<file path="src/rtl/exec_pkg.sv">
// rtl/exec_pkg.sv - shared constants for the execute stage
//
// Purpose: ALU opcode encoding, condition-code bit positions, flag-update
// masks and the pipeline bubble values used by exec_stage and alu.
// Ports: none (package).

package exec_pkg;

    // ALU opcodes (4 bit); 13..15 are unassigned and behave as NOP.
    localparam logic [3:0] OP_NOP  = 4'd0;
    localparam logic [3:0] OP_ADD  = 4'd1;
    localparam logic [3:0] OP_SUB  = 4'd2;
    localparam logic [3:0] OP_AND  = 4'd3;
    localparam logic [3:0] OP_OR   = 4'd4;
    localparam logic [3:0] OP_NOT  = 4'd5;
    localparam logic [3:0] OP_INC  = 4'd6;
    localparam logic [3:0] OP_DEC  = 4'd7;
    localparam logic [3:0] OP_SHL  = 4'd8;
    localparam logic [3:0] OP_SHR  = 4'd9;
    localparam logic [3:0] OP_MOV  = 4'd10;
    localparam logic [3:0] OP_SETC = 4'd11;
    localparam logic [3:0] OP_CLRC = 4'd12;

    // CCR layout {V,C,N,Z}
    localparam int FLAG_Z = 0;
    localparam int FLAG_N = 1;
    localparam int FLAG_C = 2;
    localparam int FLAG_V = 3;

    // Which CCR bits an operation is allowed to write
    localparam logic [3:0] MASK_NONE = 4'b0000;
    localparam logic [3:0] MASK_ZN   = 4'b0011;
    localparam logic [3:0] MASK_ZNC  = 4'b0111;
    localparam logic [3:0] MASK_ALL  = 4'b1111;
    localparam logic [3:0] MASK_C    = 4'b0100;

    // Bubble values loaded into the pass-through control fields on flush
    localparam logic [3:0] WB_BUBBLE  = 4'b0000;
    localparam logic [5:0] MEM_BUBBLE = 6'b000000;

endpackage

</file>
<file path="src/rtl/exec_stage_alu.sv">
// rtl/exec_stage_alu.sv - combinational ALU with flag generation
//
// Purpose: computes the result, the candidate next flags and the mask of
// flags the operation is allowed to change.
// Ports:
//   opA, opB   in  DW  operands
//   aluOp      in  4   opcode (exec_pkg encoding)
//   carryIn    in  1   current C flag, kept by zero-length shifts
//   result     out DW  ALU result
//   nextFlags  out 4   candidate {V,C,N,Z}
//   flagMask   out 4   1 = this flag is written by the operation

module alu
    import exec_pkg::*;
#(
    parameter int DW = 16
) (
    input  logic [DW-1:0] opA,
    input  logic [DW-1:0] opB,
    input  logic [3:0]    aluOp,
    input  logic          carryIn,
    output logic [DW-1:0] result,
    output logic [3:0]    nextFlags,
    output logic [3:0]    flagMask
);

    localparam logic [DW-1:0] ONE = DW'(1);

    logic [DW:0]   wide;
    logic [DW-1:0] operand;
    logic [3:0]    shamt;
    logic          carry;
    logic          overflow;

    always_comb begin
        result   = opA;
        flagMask = MASK_NONE;
        wide     = '0;
        operand  = opB;
        shamt    = opB[3:0];
        carry    = carryIn;
        overflow = 1'b0;

        case (aluOp)
            OP_ADD, OP_INC: begin
                operand  = (aluOp == OP_INC) ? ONE : opB;
                wide     = {1'b0, opA} + {1'b0, operand};
                result   = wide[DW-1:0];
                carry    = wide[DW];
                overflow = (opA[DW-1] == operand[DW-1]) && (result[DW-1] != opA[DW-1]);
                flagMask = MASK_ALL;
            end
            OP_SUB, OP_DEC: begin
                operand  = (aluOp == OP_DEC) ? ONE : opB;
                result   = opA - operand;
                carry    = opA < operand;  // borrow
                overflow = (opA[DW-1] != operand[DW-1]) && (result[DW-1] != opA[DW-1]);
                flagMask = MASK_ALL;
            end
            OP_AND: begin
                result   = opA & opB;
                flagMask = MASK_ZN;
            end
            OP_OR: begin
                result   = opA | opB;
                flagMask = MASK_ZN;
            end
            OP_NOT: begin
                result   = ~opA;
                flagMask = MASK_ZN;
            end
            OP_SHL: begin
                // Bit DW of the widened value is the last bit pushed out of the MSB.
                wide     = {1'b0, opA} << shamt;
                result   = wide[DW-1:0];
                carry    = (shamt == 4'd0) ? carryIn : wide[DW];
                flagMask = MASK_ZNC;
            end
            OP_SHR: begin
                // Bit 0 of the widened value is the last bit pushed out of the LSB.
                wide     = {opA, 1'b0} >> shamt;
                result   = wide[DW:1];
                carry    = (shamt == 4'd0) ? carryIn : wide[0];
                flagMask = MASK_ZNC;
            end
            OP_MOV: begin
                result = opB;
            end
            OP_SETC: begin
                carry    = 1'b1;
                flagMask = MASK_C;
            end
            OP_CLRC: begin
                carry    = 1'b0;
                flagMask = MASK_C;
            end
            default: begin
            end
        endcase

        nextFlags         = 4'b0000;
        nextFlags[FLAG_Z] = (result == '0);
        nextFlags[FLAG_N] = result[DW-1];
        nextFlags[FLAG_C] = carry;
        nextFlags[FLAG_V] = overflow;
    end

endmodule

</file>
<file path="src/rtl/exec_stage.sv">
// rtl/exec_stage.sv - pipeline execute stage with forwarding and CCR
//
// Purpose: forwards operands, runs the ALU, maintains the CCR and its
// interrupt shadow, and registers results into the ALU/memory register.
// Ports:
//   clk, rst                      clock, async active-low reset
//   i_enable, i_flush             advance / insert bubble (flush wins)
//   i_WB, i_Mem, i_pc, i_Rdst     pass-through control
//   i_alu_op, i_src_imm, i_immd   operation and operand-B select
//   i_chg_flag                    allow CCR update
//   i_Rsrc1/2, i_read_data1/2     source indices and register-file data
//   i_fwd_{mem,wb}_{en,rdst,data} forwarding sources (mem has priority)
//   i_flag_save/restore(_val)     shadow copy / CCR reload
//   o_*                           registered results, CCR and shadow

module exec_stage
    import exec_pkg::*;
#(
    parameter int DW = 16,
    parameter int AW = 32
) (
    input  logic          clk,
    input  logic          rst,
    input  logic          i_enable,
    input  logic          i_flush,
    input  logic [3:0]    i_WB,
    input  logic [5:0]    i_Mem,
    input  logic [3:0]    i_alu_op,
    input  logic          i_src_imm,
    input  logic          i_chg_flag,
    input  logic [AW-1:0] i_pc,
    input  logic [2:0]    i_Rdst,
    input  logic [2:0]    i_Rsrc1,
    input  logic [2:0]    i_Rsrc2,
    input  logic [DW-1:0] i_immd,
    input  logic [DW-1:0] i_read_data1,
    input  logic [DW-1:0] i_read_data2,
    input  logic          i_fwd_mem_en,
    input  logic          i_fwd_wb_en,
    input  logic [2:0]    i_fwd_mem_rdst,
    input  logic [2:0]    i_fwd_wb_rdst,
    input  logic [DW-1:0] i_fwd_mem_data,
    input  logic [DW-1:0] i_fwd_wb_data,
    input  logic          i_flag_save,
    input  logic          i_flag_restore,
    input  logic [3:0]    i_flag_restore_val,
    output logic [3:0]    o_WB,
    output logic [5:0]    o_Mem,
    output logic [AW-1:0] o_pc,
    output logic [2:0]    o_Rdst,
    output logic [DW-1:0] o_alu,
    output logic [DW-1:0] o_read_data1,
    output logic [3:0]    o_flag,
    output logic [3:0]    o_saved_flag
);

    logic [DW-1:0] srcA;
    logic [DW-1:0] srcB;
    logic [DW-1:0] operandB;
    logic [DW-1:0] aluResult;
    logic [3:0]    aluFlags;
    logic [3:0]    aluMask;
    logic [3:0]    ccr;
    logic [3:0]    shadow;

    // The younger instruction (memory stage) holds the newer value, so it wins.
    always_comb begin
        srcA = i_read_data1;
        if (i_fwd_mem_en && (i_fwd_mem_rdst == i_Rsrc1)) begin
            srcA = i_fwd_mem_data;
        end else if (i_fwd_wb_en && (i_fwd_wb_rdst == i_Rsrc1)) begin
            srcA = i_fwd_wb_data;
        end

        srcB = i_read_data2;
        if (i_fwd_mem_en && (i_fwd_mem_rdst == i_Rsrc2)) begin
            srcB = i_fwd_mem_data;
        end else if (i_fwd_wb_en && (i_fwd_wb_rdst == i_Rsrc2)) begin
            srcB = i_fwd_wb_data;
        end

        operandB = i_src_imm ? i_immd : srcB;
    end

    alu #(.DW(DW)) aluInst (
        .opA       (srcA),
        .opB       (operandB),
        .aluOp     (i_alu_op),
        .carryIn   (ccr[FLAG_C]),
        .result    (aluResult),
        .nextFlags (aluFlags),
        .flagMask  (aluMask)
    );

    // ALU/memory pipeline register
    always_ff @(posedge clk or negedge rst) begin
        if (!rst) begin
            o_WB         <= WB_BUBBLE;
            o_Mem        <= MEM_BUBBLE;
            o_pc         <= '0;
            o_Rdst       <= '0;
            o_alu        <= '0;
            o_read_data1 <= '0;
        end else if (i_flush) begin
            o_WB         <= WB_BUBBLE;
            o_Mem        <= MEM_BUBBLE;
            o_pc         <= '0;
            o_Rdst       <= '0;
            o_alu        <= '0;
            o_read_data1 <= '0;
        end else if (i_enable) begin
            o_WB         <= i_WB;
            o_Mem        <= i_Mem;
            o_pc         <= i_pc;
            o_Rdst       <= i_Rdst;
            o_alu        <= aluResult;
            o_read_data1 <= srcA;
        end
    end

    // CCR: restore ignores stall and flush; ALU writes only the masked bits.
    always_ff @(posedge clk or negedge rst) begin
        if (!rst) begin
            ccr <= 4'b0000;
        end else if (i_flag_restore) begin
            ccr <= i_flag_restore_val;
        end else if (!i_flush && i_enable && i_chg_flag) begin
            ccr <= (ccr & ~aluMask) | (aluFlags & aluMask);
        end
    end

    // Shadow samples the pre-edge CCR, so a same-edge CCR write does not leak in.
    // A stalled stage keeps its shadow.
    always_ff @(posedge clk or negedge rst) begin
        if (!rst) begin
            shadow <= 4'b0000;
        end else if (i_flag_save && i_enable) begin
            shadow <= ccr;
        end
    end

    assign o_flag       = ccr;
    assign o_saved_flag = shadow;

endmodule

</file>
<file path="config.mk">
export PLATFORM = sky130hd
export DESIGN_NAME = exec_stage
export DESIGN_NICKNAME = d
export VERILOG_FILES = /design/src/rtl/exec_pkg.sv /design/src/rtl/exec_stage_alu.sv /design/src/rtl/exec_stage.sv
export SDC_FILE = /design/constraint.sdc
export NUM_CORES = 1
export LEC_CHECK = 0
export CORE_MARGIN = 10
export CORE_UTILIZATION = 51
export DETAILED_ROUTE_END_ITERATION = 7
export PLACE_DENSITY = 0.91
export SETUP_SLACK_MARGIN = 0.4
export SYNTH_ARGS = -nofsm -noshare
export SYNTH_HDL_FRONTEND = slang
export SYNTH_SLANG_ARGS = --single-unit
</file>
<file path="constraint.sdc">
create_clock -name clk -period 1.3 [get_ports clk]
set_input_delay 0.26 -clock clk [delete_from_list [all_inputs] [get_ports clk]]
set_output_delay 0.26 -clock clk [all_outputs]
set_load 0.02 [all_outputs]
</file>
==> out/results.ini, run 1 <==
[floorplan]
die_w_um = 154
die_h_um = 154
ios = 240
rows = 48
start_util_pct = 52.5

[outcome]
stop_error = [ERROR GRT-0116] Global routing finished with congestion. Check the congestion regions in the DRC Viewer.
outcome.stop_stage = global routing
status = aborted with a tool error

[global_route]
grtUsageTotal_pct = 72.7
grt_first_pass_wirelength_mm = 132
grt_pass1_vias = 18500
grt_max_degree = 77
overflow = 239

[logic_synthesis]
synth_cells = 1179
ys.flop_type = dfrtp_1
ys_async_sr_fraction_pct = 100
synth_area_um2 = 9140
synth_edf_count = 0
post_synth.cell_area_avg_um2 = 7.75
ys_ff_latch = 85
synth_warnings = 0
ys_types = 83
synth_nets = 1369
yosysSeqAreaShare_pct = 23.3

[place]
routabilityCongestion = 1.28
dp_hpwl_mm = 36.0
port_buffers = 239
dpl_cell_area_um2 = 14200

[clock_network]
htreeDepth = 3
clock-sinks = 85
clock_path_buffers = 2
cts_root_buffer = clkbuf_16
numCtsBuffers = 9

==> cells in the mapped netlist, drive strengths merged, types with 15 or more instances <==
master / number / area share (%)
a211oi: 34 / 3.0
a21o: 27 / 2.3
a21oi: 75 / 4.1
and2: 15 / 1.0
buf: 36 / 2.2
clkbuf: 49 / 2.0
dfrtp: 85 / 23
ha: 33 / 4.5
inv: 30 / 1.3
mux2i: 111 / 12
nand2: 122 / 5.0
nand3: 19 / 1.0
nor2: 185 / 7.6
nor3: 36 / 2.0
o21ai: 65 / 3.7
xor2: 18 / 1.7
==> kinds of logic after synthesis <==
kind of cell / after synthesis / share of synthesized area (%)
simple gates: 445 / 21.7
compound gates: 339 / 25.8
mux: 129 / 15.9
buf+inv: 115 / 5.43
flops: 85 / 23.3
fa+ha+maj: 35 / 4.96
xor+xnor: 31 / 2.97
==> metrics by stage <==
step                      hold slack [ns]  std cells  worst slack [ns]  utilization, %  TNS [ns]
after global placement              0.134       1882             -3.95            81.3   -105.42
after floorplan                   -0.0356       1179             -3.57               -    -65.53
after CTS                           0.305       1974             -3.37            91.7    -65.74
after detailed placement            0.139       1882             -4.11            81.3   -113.94
==> timing repair <==
action | CTS
setup buffers | 72
setup endpoints to repair | 170
hold buffers | 1
pin swaps | 71
endpoints found under the hold margin | 12
cloned | 3
gates resized for setup | 707
==> routing by layer <==
| metal | track usage (%) | overflow |
|---|---|---|
| met2 | 86.8 | 137 |
| met1 | 70.0 | 6 |
| met3 | 65.2 | 14 |
| met5 | 30.8 | 1 |
| met4 | 69.9 | 81 |
==> run 2: changes to the inputs <==
Settings changed: CORE_UTILIZATION 51 to 40, PLACE_DENSITY 0.91 to not set, PLACE_DENSITY_LB_ADDON set to 0.15, SETUP_SLACK_MARGIN 0.4 to not set.
==> run 2 against run 1 <==
Against the previous run: the flow now finishes, with violations (setup timing); area after synthesis stayed put; synthesized cell count is the same.
==> out/results.ini, run 2 <==
[outcome]
status = finished with violations
violations = setup timing

[timing]
finalSetupViolations = 36
post-route-period-util_pct = 362
layout_setup_ws_ns = -3.40
drv_slew = 0
min_period_ns = 4.70
tightest_slew_ns = 0.844
hold_violations = 0
slew_headroom_pct = 43.7
timing.hold.ws_ns = 0.366
rsz0062_at_grt = true
fin_worst_skew_ns = 0.00211
fmax_ghz = 0.213

[place]
dp.cells = 1979  ; +5.2%
dp_hpwl_mm = 36.3  ; +0.89%
port_buffers = 239  ; unchanged
routabilityCongestion = 1.03  ; -20%
dpl_cell_area_um2 = 14500  ; +2.7%

[clock_network]
clock-sinks = 85  ; unchanged
numCtsBuffers = 9  ; unchanged
cts_root_buffer = clkbuf_16
insertion_delay_ns = 0.34
clock_path_buffers = 2  ; unchanged
path_clk_slew_ns = 0.07
cts_tree = built
htreeDepth = 3  ; unchanged

[logic_synthesis]
synth_nets = 1369  ; unchanged
synth_cells = 1179  ; unchanged
post_synth.cell_area_avg_um2 = 7.75  ; unchanged
synth_area_um2 = 9140  ; unchanged
ys_ff_latch = 85  ; unchanged
yosys-top-cells-count = 185 x nor2_1, 122 x nand2_1, 108 x mux2i_1
synth_most_common_cell = nor2_1
ys_types = 83  ; unchanged
synth_edf_count = 0  ; unchanged
yosysSeqAreaShare_pct = 23.3  ; unchanged
yosysTopAreaCell = dfrtp_1
synth_warnings = 0  ; unchanged
synthTopCellsByArea = dfrtp_1 23%, mux2i_1 12%, nor2_1 7.6%, nand2_1 5.0%, ha_1 4.5%
ys.flop_type = dfrtp_1
ys_async_sr_fraction_pct = 100  ; unchanged
synth_top_area_share_pct = 23.3  ; unchanged

[drt]
routed_via_density = 5.82
drt_pass1_iterations = 6
drcViolationCount = 0
wl_per_cell_um = 22.8
ant_nets = 0
wl_mm = 46.5
drt_iter0_markers = 978
vias = 11900

[cells_and_area]
nNetsFinal = 1935
largest_registers = o_pc (32), o_alu (16), o_read_data1 (16)
stdcell_count = 2036
fillerInstances = 1841
final_common_cell = buf_4
largest_reg_flops = 32
most-common-layout-cells = 353 x buf_4, 172 x nor2_1, 136 x clkdlybuf4s50_1
largest_register = o_pc
area_delta_synth_final_pct = 75.8
drive_above_1_share_pct = 41.6
design_area_um2 = 16100

[floorplan]
ios = 240  ; unchanged
core_area_um2 = 22600
start_util_pct = 40.5  ; -12 points
rows = 55  ; +15%
die_w_um = 171  ; +11%
dieArea_um2 = 29300
die_h_um = 171  ; +11%

[setup_path]
arrival_ns = 4.98
path_class = primary input to flip-flop
crit_fanout = 6
r2r_slack_ns = -0.01
cp-end-kind = flip-flop
required_ns = 1.57
cp-start-kind = primary input
r2r.worst_path.cells = 5

[global_route]
antenna_found_initial = 0
overflow = 0
grt_first_pass_wirelength_mm = 69.4
grt_max_degree = 77
grt_pass1_vias = 12100
grtUsageTotal_pct = 30.6

[power]
vdd_drop_max_uv = 609
p_leak_uw = 0.00739
pwr_density_cell_nw_per_um2 = 892

[job]
drv_cap = 0

[hold_path]
hp-class = primary input to async pin

## run 2: metrics by stage
step	setup WS (ns)	TNS, ns	total power (µW)	utilization [%]
4_1_cts	-3.45	-65.63	13800	69.7
2_1_floorplan	-3.57	-65.64	6770	-
6_report	-3.40	-64.40	14300	71.2
5_1_grt	-3.55	-67.90	15000	71.2
3_3_place_gp	-4.17	-113.44	10500	64.4
3_5_place_dp	-4.24	-115.38	10500	64.4
## run 2: cells by family (layout without fill, tap and decap cells)
group,after synthesis,count (layout),synth area share [%]
AO/OA/AOI/OAI,339,339,25.8
XOR/XNOR,31,31,2.97
adder cells (fa/ha/maj),35,35,4.96
buffers and inverters,115,686,5.43
flip-flops,85,85,23.3
multiplexers,129,129,15.9
other,0,1,0
AND/OR/NAND/NOR,445,445,21.7
## run 2: final cells by class
cell class	count	area [µm²]	share of cell area [%]
tap	285	357	2.22
timing repair buffer	640	5550	34.5
inverter	30	120	0.747
sequential	85	2130	13.2
clock inverter	6	76.3	0.475
antenna	1	2.50	0.0156
multi-input combinational	979	7600	47.3
clock buffer	10	239	1.49
## run 2: critical path: stages
cell and delay (ns):
buf_2 0.14, xor2_4 0.19, or4_4 0.57, buf_6 0.16, a211oi_4 0.22, o31a_4 0.18, nand2_4 0.05, ha_4 0.16
inv_4 0.05, fa_2 0.22, nor2b_2 0.05, o31a_1 0.34, o221a_4 0.25, o211ai_1 0.33, nand3b_1 0.14, nor3b_4 0.18
nor4_2 0.28, a32oi_2 0.19, a211oi_2 0.19, nand4_1 0.13, or4_1 0.55, o21ai_1 0.12
## run 2: per-layer routing
| layer | share of wire (%) | wire [µm] | global-route usage [%] |
|---|---|---|---|
| met5 | 0 | 0 | 0 |
| met4 | 4.6 | 2150 | 12.2 |
| met3 | 10 | 4770 | 9.19 |
| met2 | 46 | 21200 | 48.4 |
| met1 | 40 | 18400 | 38.2 |
## run 2: worst max-delay path by stage
stage                            end  slack [ns]              from  cells past startpoint
2_1_floorplan              flip-flop       -3.57  i_fwd_wb_rdst[2]                     25
3_3_place_gp   o_alu[15]$_DFFE_PN0P_       -4.17  i_fwd_wb_rdst[2]                     24
3_5_place_dp   o_alu[15]$_DFFE_PN0P_       -4.24  i_fwd_wb_rdst[2]                     24
4_1_cts                    flip-flop       -3.45  i_fwd_wb_rdst[2]                     22
5_1_grt                    flip-flop       -3.55        i_Rsrc2[2]                     22
6_report                   flip-flop       -3.40        i_Rsrc2[0]                     22
## run 2: what timing repair did
| action | in CTS | in global routing |
|---|---|---|
| endpoints found under the setup margin | 150 | 96 |
| cloned | 2 | 0 |
| buffers inserted | 27 | 19 |
| hold buffers | 1 | 0 |
| pin swaps | 72 | 84 |
| hold endpoints to repair | 14 | 0 |
| gates resized for setup | 372 | 171 |
## run 2: power breakdown
part | leakage [µW] | total (µW) | switching (µW) | internal [µW]
Sequential | 0.00112 | 2960 | 115 | 2840
Clock | 0.000156 | 2720 | 1140 | 1580
Combinational | 0.00612 | 8660 | 4420 | 4240
Total | 0.00739 | 14300 | 5670 | 8660
Note: power is estimated with default switching activity, not from simulation.
